--- src/rtl/key_debounce_arbiter.sv ---
// Input stage for the colour-memory game: synchronises and debounces four colour keys
// and start, then emits one-hot key pulses with a release lockout. Optional: KEY_REPEAT_EN.
module key_debounce_arbiter #(
    parameter int DEB_CYCLES    = 4,
    parameter int DEB_W         = 3
`ifdef KEY_REPEAT_EN
    ,
    parameter int REPEAT_CYCLES = 32
`endif
) (
    input  logic       clock,
    input  logic       reset,
    input  logic [3:0] raw_k,
    input  logic       raw_start,
    output logic [3:0] k,
    output logic       start,
    output logic [1:0] key_code,
    output logic       key_busy
);
    localparam int               NIN      = 5;
    localparam logic [DEB_W-1:0] DEB_LAST = DEB_W'(DEB_CYCLES - 1);
    localparam logic [0:0]       ST_IDLE  = 1'b0;
    localparam logic [0:0]       ST_HELD  = 1'b1;

    logic [NIN-1:0]            raw_all;
    logic [NIN-1:0]            meta_q, sync_q;
    logic [NIN-1:0]            deb_q, deb_d, deb_dly_q;
    logic [NIN-1:0]            rise;
    logic [NIN-1:0][DEB_W-1:0] cnt_q, cnt_d;
    logic [0:0]                state_q, state_d;
    logic [3:0]                k_q, k_d;
    logic                      start_q;
    logic [1:0]                code_q, code_d;

`ifdef KEY_REPEAT_EN
    localparam int               REP_W    = $clog2(REPEAT_CYCLES);
    localparam logic [REP_W-1:0] REP_LAST = REP_W'(REPEAT_CYCLES - 1);
    logic [REP_W-1:0]            rep_q, rep_d;
`endif

    // Bit 4 carries start so all five inputs share one sync/debounce path.
    assign raw_all = {raw_start, raw_k};
    assign rise    = deb_q & ~deb_dly_q;

    always_comb begin
        cnt_d = cnt_q;
        deb_d = deb_q;
        for (int i = 0; i < NIN; i++) begin
            if (sync_q[i] == deb_q[i]) begin
                cnt_d[i] = '0;
            end else if (cnt_q[i] == DEB_LAST) begin
                deb_d[i] = sync_q[i];
                cnt_d[i] = '0;
            end else begin
                cnt_d[i] = cnt_q[i] + 1'b1;
            end
        end
    end

    always_comb begin
        state_d = state_q;
        k_d     = '0;
        code_d  = code_q;
`ifdef KEY_REPEAT_EN
        rep_d   = '0;
`endif
        case (state_q)
            ST_IDLE: begin
                if (|rise[3:0]) begin
                    // Descending scan so the lowest set index is written last and wins.
                    for (int i = 3; i >= 0; i--) begin
                        if (rise[i]) code_d = 2'(i);
                    end
                    k_d     = 4'b0001 << code_d;
                    state_d = ST_HELD;
                end
            end
            ST_HELD: begin
                if (deb_q[3:0] == 4'b0000) state_d = ST_IDLE;
`ifdef KEY_REPEAT_EN
                if (deb_q[code_q]) begin
                    if (rep_q == REP_LAST) begin
                        k_d   = 4'b0001 << code_q;
                        rep_d = '0;
                    end else begin
                        rep_d = rep_q + 1'b1;
                    end
                end
`endif
            end
            default: state_d = ST_IDLE;
        endcase
    end

    always_ff @(posedge clock or posedge reset) begin
        if (reset) begin
            meta_q    <= '0;
            sync_q    <= '0;
            deb_q     <= '0;
            deb_dly_q <= '0;
            cnt_q     <= '0;
            state_q   <= ST_IDLE;
            k_q       <= '0;
            start_q   <= 1'b0;
            code_q    <= '0;
        end else begin
            meta_q    <= raw_all;
            sync_q    <= meta_q;
            deb_q     <= deb_d;
            deb_dly_q <= deb_q;
            cnt_q     <= cnt_d;
            state_q   <= state_d;
            k_q       <= k_d;
            start_q   <= rise[4];
            code_q    <= code_d;
        end
    end

`ifdef KEY_REPEAT_EN
    always_ff @(posedge clock or posedge reset) begin
        if (reset) rep_q <= '0;
        else       rep_q <= rep_d;
    end
`endif

    assign k        = k_q;
    assign start    = start_q;
    assign key_code = code_q;
    assign key_busy = (state_q == ST_HELD);

endmodule

--- config.mk ---
export PLATFORM = sky130hd
export DESIGN_NAME = key_debounce_arbiter
export DESIGN_NICKNAME = d
export VERILOG_FILES = /design/src/rtl/key_debounce_arbiter.sv
export SDC_FILE = /design/constraint.sdc
export NUM_CORES = 1
export LEC_CHECK = 0
export ABC_AREA = 0
export BUFFER_PORTS_ARGS = -buffer_cell sky130_fd_sc_hd__buf_2
export CAP_MARGIN = 10
export CORE_MARGIN = 5
export CORE_UTILIZATION = 55
export CTS_BUF_LIST = sky130_fd_sc_hd__clkbuf_2 sky130_fd_sc_hd__clkbuf_4 sky130_fd_sc_hd__clkbuf_8
export DETAILED_ROUTE_END_ITERATION = 7
export PLACE_DENSITY = 0.77
export SYNTH_ARGS = -nofsm -noshare
export SYNTH_HDL_FRONTEND = slang
export SYNTH_SLANG_ARGS = --single-unit
--- constraint.sdc ---
create_clock -name clock -period 3 [get_ports clock]
set_clock_uncertainty 0.1 [all_clocks]
set_input_delay 0.3 -clock clock [delete_from_list [all_inputs] [get_ports clock]]
set_output_delay 0.3 -clock clock [all_outputs]
set_load 0.1 [all_outputs]
Yosys cells after proc, flatten, opt, wreduce, memory -nomap -nowiden
Index checks and enable logic that the tools add are counted.

storage, ports and cells
  register bits = 43
  latch bits = 0
  RAM bits = 0
  bits in read-only memories = 0
  bits of input ports = 7
  output and inout bits = 8
  logic and storage cells = 70
  memories kept = 0

cells by class
  add/subtract/negate cells = 5
  multiply operators = 0
  div/mod/pow operators = 0
  magnitude comparators = 0
  equality and inequality tests = 10
  shift-type cells = 1
  muxes and demuxes = 21
  bitwise operators = 8
  reduce and logical (&&, ||, !) cells = 8

operator list
  kind                 count
  $mux 3               10
  $add 3x1->3 const B  5
  $eq 3x2->1 const B   5
  $mux 2               6
  $reduce_and 2->1     6
  $mux 4               2
  $not 1->1            6
  $and 5x5->5          1
  $eq 1x1->1           5
  $not 5->5            1
  $logic_not 4->1      1
  $reduce_or 4->1      1
  $shl 1x2->4 const A  1
  $mux 1               2
  $pmux 1 s2           1

Depth between registers and ports, before layout
Gate-level depths: netlist (run 1).

  depth in word-level cells = 11
  mapped depth = 3
  mapped depth without buffers = 3

Worst setup path before layout (run 1)
OpenSTA, ideal clock, no wires.

  kind = flip-flop to flip-flop
  start point = reg state_q (netlist: key_busy)
  end point = reg code_q[1] (netlist: key_code[1])
  library setup time = 128 ps
  arrival time = 1528 ps
  data required time = 2772 ps
  setup slack = 1244 ps
  stages on the path, launching flop included = 4
  path buffers = 1
  clock period less this slack = 1756 ps
  cell sequence = dfrtp_1 -> buf_2 -> a21oi_1 -> o2bb2a_1

between the ends
  cells in the longest elaborated chain, start to end = 2

ends and longest elaborated chain
  item                               RTL line  text
  start: declaration                 30        logic [0:0] state_q, state_d;
  start signal: assignment           112       state_q <= state_d;
  $not 1->1 (no source line)         n/a
  $reduce_and 2->1 (no source line)  n/a
  end signal: assignment             115       code_q <= code_d;
  end: declaration                   33        logic [1:0] code_q, code_d;

No other way between the ends.
A chain may end at the register's enable or synchronous reset.

Worst setup path after layout (run 1)
  start point = reg state_q (netlist: key_busy)
  end point = out key_busy

RTL lines
  item              RTL line  text
  end: declaration  18        output logic key_busy

No word-level cell between the ends.

==> reports/metrics.yaml, run 1 <==
floorplanning:
  io_pins: 15
  start_util: 0.565
  dieHeight_um: 62.7
  fp.dieArea_mm2: 0.00394
  num_rows: 19
  coreArea_mm2: 0.00271
  chipWidth_um: 62.7
worst_setup_path:
  setup.worst_path.class: "reg2out"
  crit_slowest_cell: "dfrtp_1"
  endpoint_kind: "output pin"
  path_buf_inv: 1
  crit_path_start_kind: "register"
  critPathTopFamily: "flip-flops"
  crit_path_max_incr_delay_ps: 540
  worstPathArrival_ps: 1370
  path_max_fanout: 11
  crit_chain: "buf_2"
  worstPathRequired_ps: 2600
finish:
  drive_gt1_frac: 0.217
  insertedDiodeCount: 0
  final_nets: 141
  fill_cells: 214
  final_core_util: 0.649
  areaGrowthSynthToFinish_pct: 14.9
  final_cell_mix: "dfrtp_1, buf_2, nor3b_1"
  final_common_cell: "dfrtp_1"
global_route:
  grt_pass1_vias: 884
  antenna_found_initial: 0
  grt_pass1_wl_mm: 3.88
  grt_start_max_net_pins: 24
  grt.total_usage: 0.127
  grt_overflow: 0
timing:
  max-slew-margin-rel: 0.507
  fin_crit_sh: 0.590
  rsz0062_at_grt: "false"
  hold_viol: 0
  tightestPinTransition_ps: 739
  drv_slew: 0
  setup_tns_ps: 0
  fin_crit_ps: 1770
  setup_violations: 0
  timing.hold.ws_ps: 261
  fmax_mhz: 565
power_and_ir_drop:
  p_comb_frac: 0.344
  p_int_mw: 1.04
  pwr-share-seq: 0.496
  pwr_density_cell_mw_per_mm2: 963
  leakagePower_nw: 0.849
  switchingPower_mw: 0.652
  pwr-share-clk: 0.160
  switching_share: 0.385
  max-vdd-ir-drop_mv: 0.810
placed_design:
  dp_hpwl_mm: 1.48
  port_buffers: 14
  routabilityCongestion: 0.832
synthesis:
  syn_avg_cell_area_um2: 15.0
  synth-seq-cells: 43
  synthCells: 102
  syn-cell-area_mm2: 0.00153
  synth_nets: 114
  synth_cell_types: 24
  ys_warn_count: 0
  seq_area_frac_synth: 0.703
clock_tree:
  cts.sinks: 43
  root_buffer: "clkbuf_4"
  clkTransAtPathRegs_ps: 110
  worstSkewPairLatency_ps: 340
  htreeDepth: 2
  clk_path_buf_depth: 2
  cts_setup_buffers: 0
  cts_resized: 0
  tritoncts: "done"
  cts_made_buffers: 5
detailed_routing:
  firstDrtPassIters: 4
  post-route-drc-count: 0
  routed_wl_mm: 2.06
  routed_via_density: 5.22
  vias: 835
  antenna_left: 0
  first_iter_violations: 23
  wl_per_cell_um: 12.9
hold_path:
  hp-class: "reg2reg"
run_status:
  status: "completed"
job:
  max_cap_violations: 0
-- through the flow --
| stage | area (um2) | setup WS [ps] | power, mW | std cells |
|---|---|---|---|---|
| 2_1_floorplan | 1530 | 1240 | 1.32 | 102 |
| 3_3_place_gp | 1640 | 1640 | 1.40 | 147 |
| 3_5_place_dp | 1640 | 1610 | 1.44 | 147 |
| 4_1_cts | 1760 | 1220 | 1.72 | 160 |
| 5_1_grt | 1760 | 1150 | 1.82 | 160 |
| 6_report | 1760 | 1230 | 1.69 | 160 |
-- cell usage after synthesis --
master     n  share of area
buf_2      1         0.0033
nor2b_1    6          0.025
mux2_2     1         0.0074
nor2_1     1         0.0025
and3b_1    1         0.0057
nand2b_1   4          0.016
nand2_1    3         0.0074
nor3_1     5          0.016
nor4_1     2         0.0082
ha_1       5          0.041
nand2b_2   1         0.0057
nor3_2     1         0.0065
mux2_1     4          0.029
dfrtp_1   43           0.70
nor3b_1    7          0.034
a21oi_1    3         0.0098
o22a_1     1         0.0057
and2b_1    1         0.0049
xnor2_1    5          0.029
nor3b_2    2          0.016
o31a_1     1         0.0057
nor2b_2    1         0.0057
o2bb2a_1   1         0.0065
inv_1      2         0.0049
-- final timing paths --
kind	from	to	slack, ps	cells past startpoint
setup / recovery	key_busy$_DFF_PP0_	key_busy	1230	1
hold / removal	meta_q[0]$_DFF_PP0_	sync_q[0]$_DFF_PP0_	260	0
setup reg to reg	cnt_q[3]$_DFF_PP0_	deb_q[1]$_DFFE_PP0P_	1640	3
hold reg to reg	meta_q[0]$_DFF_PP0_	sync_q[0]$_DFF_PP0_	260	0
max in group asynchronous	reset	k[3]$_DFF_PP0_	1520	4
min in group asynchronous	reset	cnt_q[3]$_DFF_PP0_	520	3
-- layout make-up --
| type | instances | area (um2) | share of cell area |
|---|---|---|---|
| Tap cell | 31 | 38.8 | 0.0221 |
| Clock inverter | 1 | 5.00 | 0.00285 |
| Timing Repair Buffer | 21 | 138 | 0.0783 |
| Sequential cell | 43 | 1080 | 0.612 |
| Multi-Input combinational cell | 56 | 442 | 0.251 |
| Inverter | 2 | 7.51 | 0.00427 |
| Clock buffer | 6 | 51.3 | 0.0292 |
-- power groups by stage --
stage	combinational [mW]	clock, mW	sequential (mW)
5_1_grt	0.637	0.310	0.868
4_1_cts	0.592	0.285	0.844
3_5_place_dp	0.584	0	0.856
6_report	0.582	0.271	0.840
3_3_place_gp	0.559	0	0.842
2_1_floorplan	0.284	0	1.04
-- state kept, by name, summed over array words and instances (netlist names) --
name / cells
k: 4
key_code: 2
start: 1
deb_dly_q: 5
key_busy: 1
sync_q: 5
deb_q: 5
cnt_q: 15
meta_q: 5
-- metal layers --
layer | global-route usage | part of all wire | vias up
met1 | 0.155 | 0.44 | 411
met2 | 0.198 | 0.48 | 19
li1 | - | - | 401
met4 | 0.0477 | 0.017 | 0
met3 | 0.0558 | 0.062 | 4
met5 | 0 | 0 | -
-- logic make-up after synthesis --
kind of cell / synth area share
buffers and inverters: 0.00818
multiplexers: 0.0368
AND/OR/NAND/NOR: 0.155
AO/OA/AOI/OAI: 0.0278
adder cells (fa/ha/maj): 0.0409
XOR/XNOR: 0.0286
flip-flops: 0.703
-- timing repair --
item                       in CTS  in global routing
hold endpoints to repair       25                  0
hold buffers                    6                  0
setup endpoints to repair       0                  0
No activity file was read; power rests on OpenSTA's default activity.
==> inputs of run 2 (changes only) <==
--- a/config.mk
+++ b/config.mk
@@ -9,10 +9,10 @@
 export BUFFER_PORTS_ARGS = -buffer_cell sky130_fd_sc_hd__buf_2
 export CAP_MARGIN = 10
 export CORE_MARGIN = 5
-export CORE_UTILIZATION = 55
+export CORE_UTILIZATION = 54
 export CTS_BUF_LIST = sky130_fd_sc_hd__clkbuf_2 sky130_fd_sc_hd__clkbuf_4 sky130_fd_sc_hd__clkbuf_8
 export DETAILED_ROUTE_END_ITERATION = 7
-export PLACE_DENSITY = 0.77
+export PLACE_DENSITY = 0.79
 export SYNTH_ARGS = -nofsm -noshare
 export SYNTH_HDL_FRONTEND = slang
 export SYNTH_SLANG_ARGS = --single-unit
==> constraint.sdc (replaced) <==
create_clock -name clock -period 1.6 [get_ports clock]
set_clock_uncertainty 0.1 [all_clocks]
set_input_delay 0.16 -clock clock [delete_from_list [all_inputs] [get_ports clock]]
set_output_delay 0.16 -clock clock [all_outputs]
set_load 0.1 [all_outputs]
==> run 2 against run 1 <==
Sequential power grew 88%. Register-to-register slack got worse by 1400 ps. Largest power group unchanged. Global-route usage is 0.17 points lower. Sequential share of layout area up 0.42 points. Count of clock-buffer cells in the layout stayed put. Setup slack lost 1200 ps. Die area is 1.6% higher. First-iteration DRC count is 17% higher. Final area decreased by 0.57%. Via count is 1.1% lower.
==> reports/metrics.yaml, run 2 (synthesis results as in run 1) <==
placed_design:
  dp_hpwl_mm: 1.41  # was 1.48 mm
  port_buffers: 14  # unchanged
  routabilityCongestion: 0.764  # was 0.832
worst_setup_path:
  crit_chain: "buf_2"  # unchanged
  worstPathRequired_ps: 1340  # was 2600 ps
  path_buf_inv: 1  # unchanged
  endpoint_kind: "output pin"  # unchanged
  worstPathArrival_ps: 1270  # was 1370 ps
  crit_path_max_incr_delay_ps: 470  # was 540 ps
  setup.worst_path.class: "reg2out"  # unchanged
  crit_path_start_kind: "register"  # unchanged
  path_max_fanout: 11  # unchanged
  crit_slowest_cell: "dfrtp_2"  # was dfrtp_1
  critPathTopFamily: "flip-flops"  # unchanged
floorplanning:
  io_pins: 15  # unchanged
  coreArea_mm2: 0.00273  # was 0.00271 mm2
  dieHeight_um: 63.2  # was 62.7 um
  fp.dieArea_mm2: 0.00400  # was 0.00394 mm2
  chipWidth_um: 63.2  # was 62.7 um
  start_util: 0.560  # was 0.565
  num_rows: 19  # unchanged
timing:
  timing.hold.ws_ps: 256  # was 261 ps
  drv_slew: 0  # unchanged
  tightestPinTransition_ps: 499  # was 739 ps
  max-slew-margin-rel: 0.668  # was 0.507
  setup_violations: 0  # unchanged
  rsz0062_at_grt: "false"  # unchanged
  fmax_mhz: 654
  fin_crit_ps: 1530
  hold_viol: 0  # unchanged
  fin_crit_sh: 0.956
  setup_tns_ps: 0  # unchanged
power_and_ir_drop:
  pwr_density_cell_mw_per_mm2: 1790  # was 963 mW/mm2
  p_comb_frac: 0.348  # was 0.344
  p_int_mw: 1.92  # was 1.04 mW
  leakagePower_nw: 0.842  # was 0.849 nW
  switching_share: 0.386  # was 0.385
  pwr-share-clk: 0.148  # was 0.160
  totalPowerFinal_mw: 3.13  # was 1.69 mW
  max-vdd-ir-drop_mv: 1.24  # was 0.810 mV
  switchingPower_mw: 1.21  # was 0.652 mW
  pwr-share-seq: 0.504  # was 0.496
clock_tree:
  worstSkewPairLatency_ps: 340  # about the same
  cts_resized: 0  # unchanged
  cts_setup_buffers: 0  # unchanged
  htreeDepth: 2  # unchanged
  cts_made_buffers: 5  # unchanged
  clk_path_buf_depth: 2  # unchanged
  root_buffer: "clkbuf_4"  # unchanged
  cts.sinks: 43  # unchanged
  clkTransAtPathRegs_ps: 100  # was 110 ps
  tritoncts: "done"  # unchanged
  hold_buffers: 6  # unchanged
detailed_routing:
  vias: 826  # was 835
  first_iter_violations: 27  # was 23
  firstDrtPassIters: 4  # unchanged
  post-route-drc-count: 0  # unchanged
  routed_via_density: 5.19  # was 5.22
  antenna_left: 0  # unchanged
  routed_wl_mm: 2.03  # was 2.06 mm
  wl_per_cell_um: 12.7  # was 12.9 um
finish:
  drive_gt1_frac: 0.219  # was 0.217
  largest_reg_flops: 15  # unchanged
  multi_input_area_um2: 442  # unchanged
  areaGrowthSynthToFinish_pct: 14.2  # was 14.9%
  insertedDiodeCount: 0  # unchanged
  final_common_cell: "dfrtp_1"  # unchanged
  fill_cells: 204  # was 214
  regMostFlops: "cnt_q"  # unchanged
  final_nets: 141  # unchanged
  final_cell_mix: "dfrtp_1, buf_2, nor3b_1"  # unchanged
  regArea_mm2: 0.00108  # about the same
job:
  max_cap_violations: 0  # unchanged
global_route:
  grt_overflow: 0  # unchanged
  antenna_found_initial: 0  # unchanged
  grt.total_usage: 0.125  # was 0.127
  grt_pass1_vias: 893  # was 884
  grt_start_max_net_pins: 44  # was 24
  grt_pass1_wl_mm: 3.83  # was 3.88 mm
hold_path:
  hp-class: "reg2reg"  # unchanged
run_status:
  status: "completed"  # unchanged
## run 2: path summary, 6_finish.rpt
check                                          from              endpoint  slack (ps)  cells past startpoint
worst max-delay path             key_busy$_DFF_PP0_              key_busy          70                      1
worst min-delay path            meta_q[3]$_DFF_PP0_   sync_q[3]$_DFF_PP0_         260                      0
worst max register to register   cnt_q[3]$_DFF_PP0_  deb_q[1]$_DFFE_PP0P_         260                      3
max in group asynchronous                     reset    key_busy$_DFF_PP0_         650                      4
worst min register to register  meta_q[3]$_DFF_PP0_   sync_q[3]$_DFF_PP0_         260                      0
min in group asynchronous                     reset       start$_DFF_PP0_         380                      4
## run 2: cell type report
cell class	instances	share of cell area
clock buffers	6	0.0258
inverters	2	0.00429
multi-input cells	56	0.253
flip-flops and latches	43	0.616
well taps	31	0.0222
repair buffers	21	0.0787
## run 2: metal layers
layer	GRT usage	share of wire
met3	0.0462	0.052
met2	0.197	0.50
met1	0.140	0.42
met5	0	0
met4	0.0857	0.032
## run 2: per-stage QoR
step	utilization	area (um2)	worst slack, ps	instances
2_1_floorplan	-	1530	131	102
3_3_place_gp	0.601	1640	322	147
3_5_place_dp	0.601	1640	267	147
4_1_cts	0.639	1750	55.0	159
5_1_grt	0.639	1750	16.2	159
6_report	0.639	1750	71.2	159
## run 2: power groups by stage
| stage | Combinational, mW | Clock (mW) | Sequential (mW) |
|---|---|---|---|
| after floorplan | 0.532 | 0 | 1.95 |
| after global placement | 1.05 | 0 | 1.58 |
| after detailed placement | 1.09 | 0 | 1.61 |
| after CTS | 1.11 | 0.490 | 1.58 |
| after global routing | 1.19 | 0.537 | 1.63 |
| final | 1.09 | 0.461 | 1.58 |
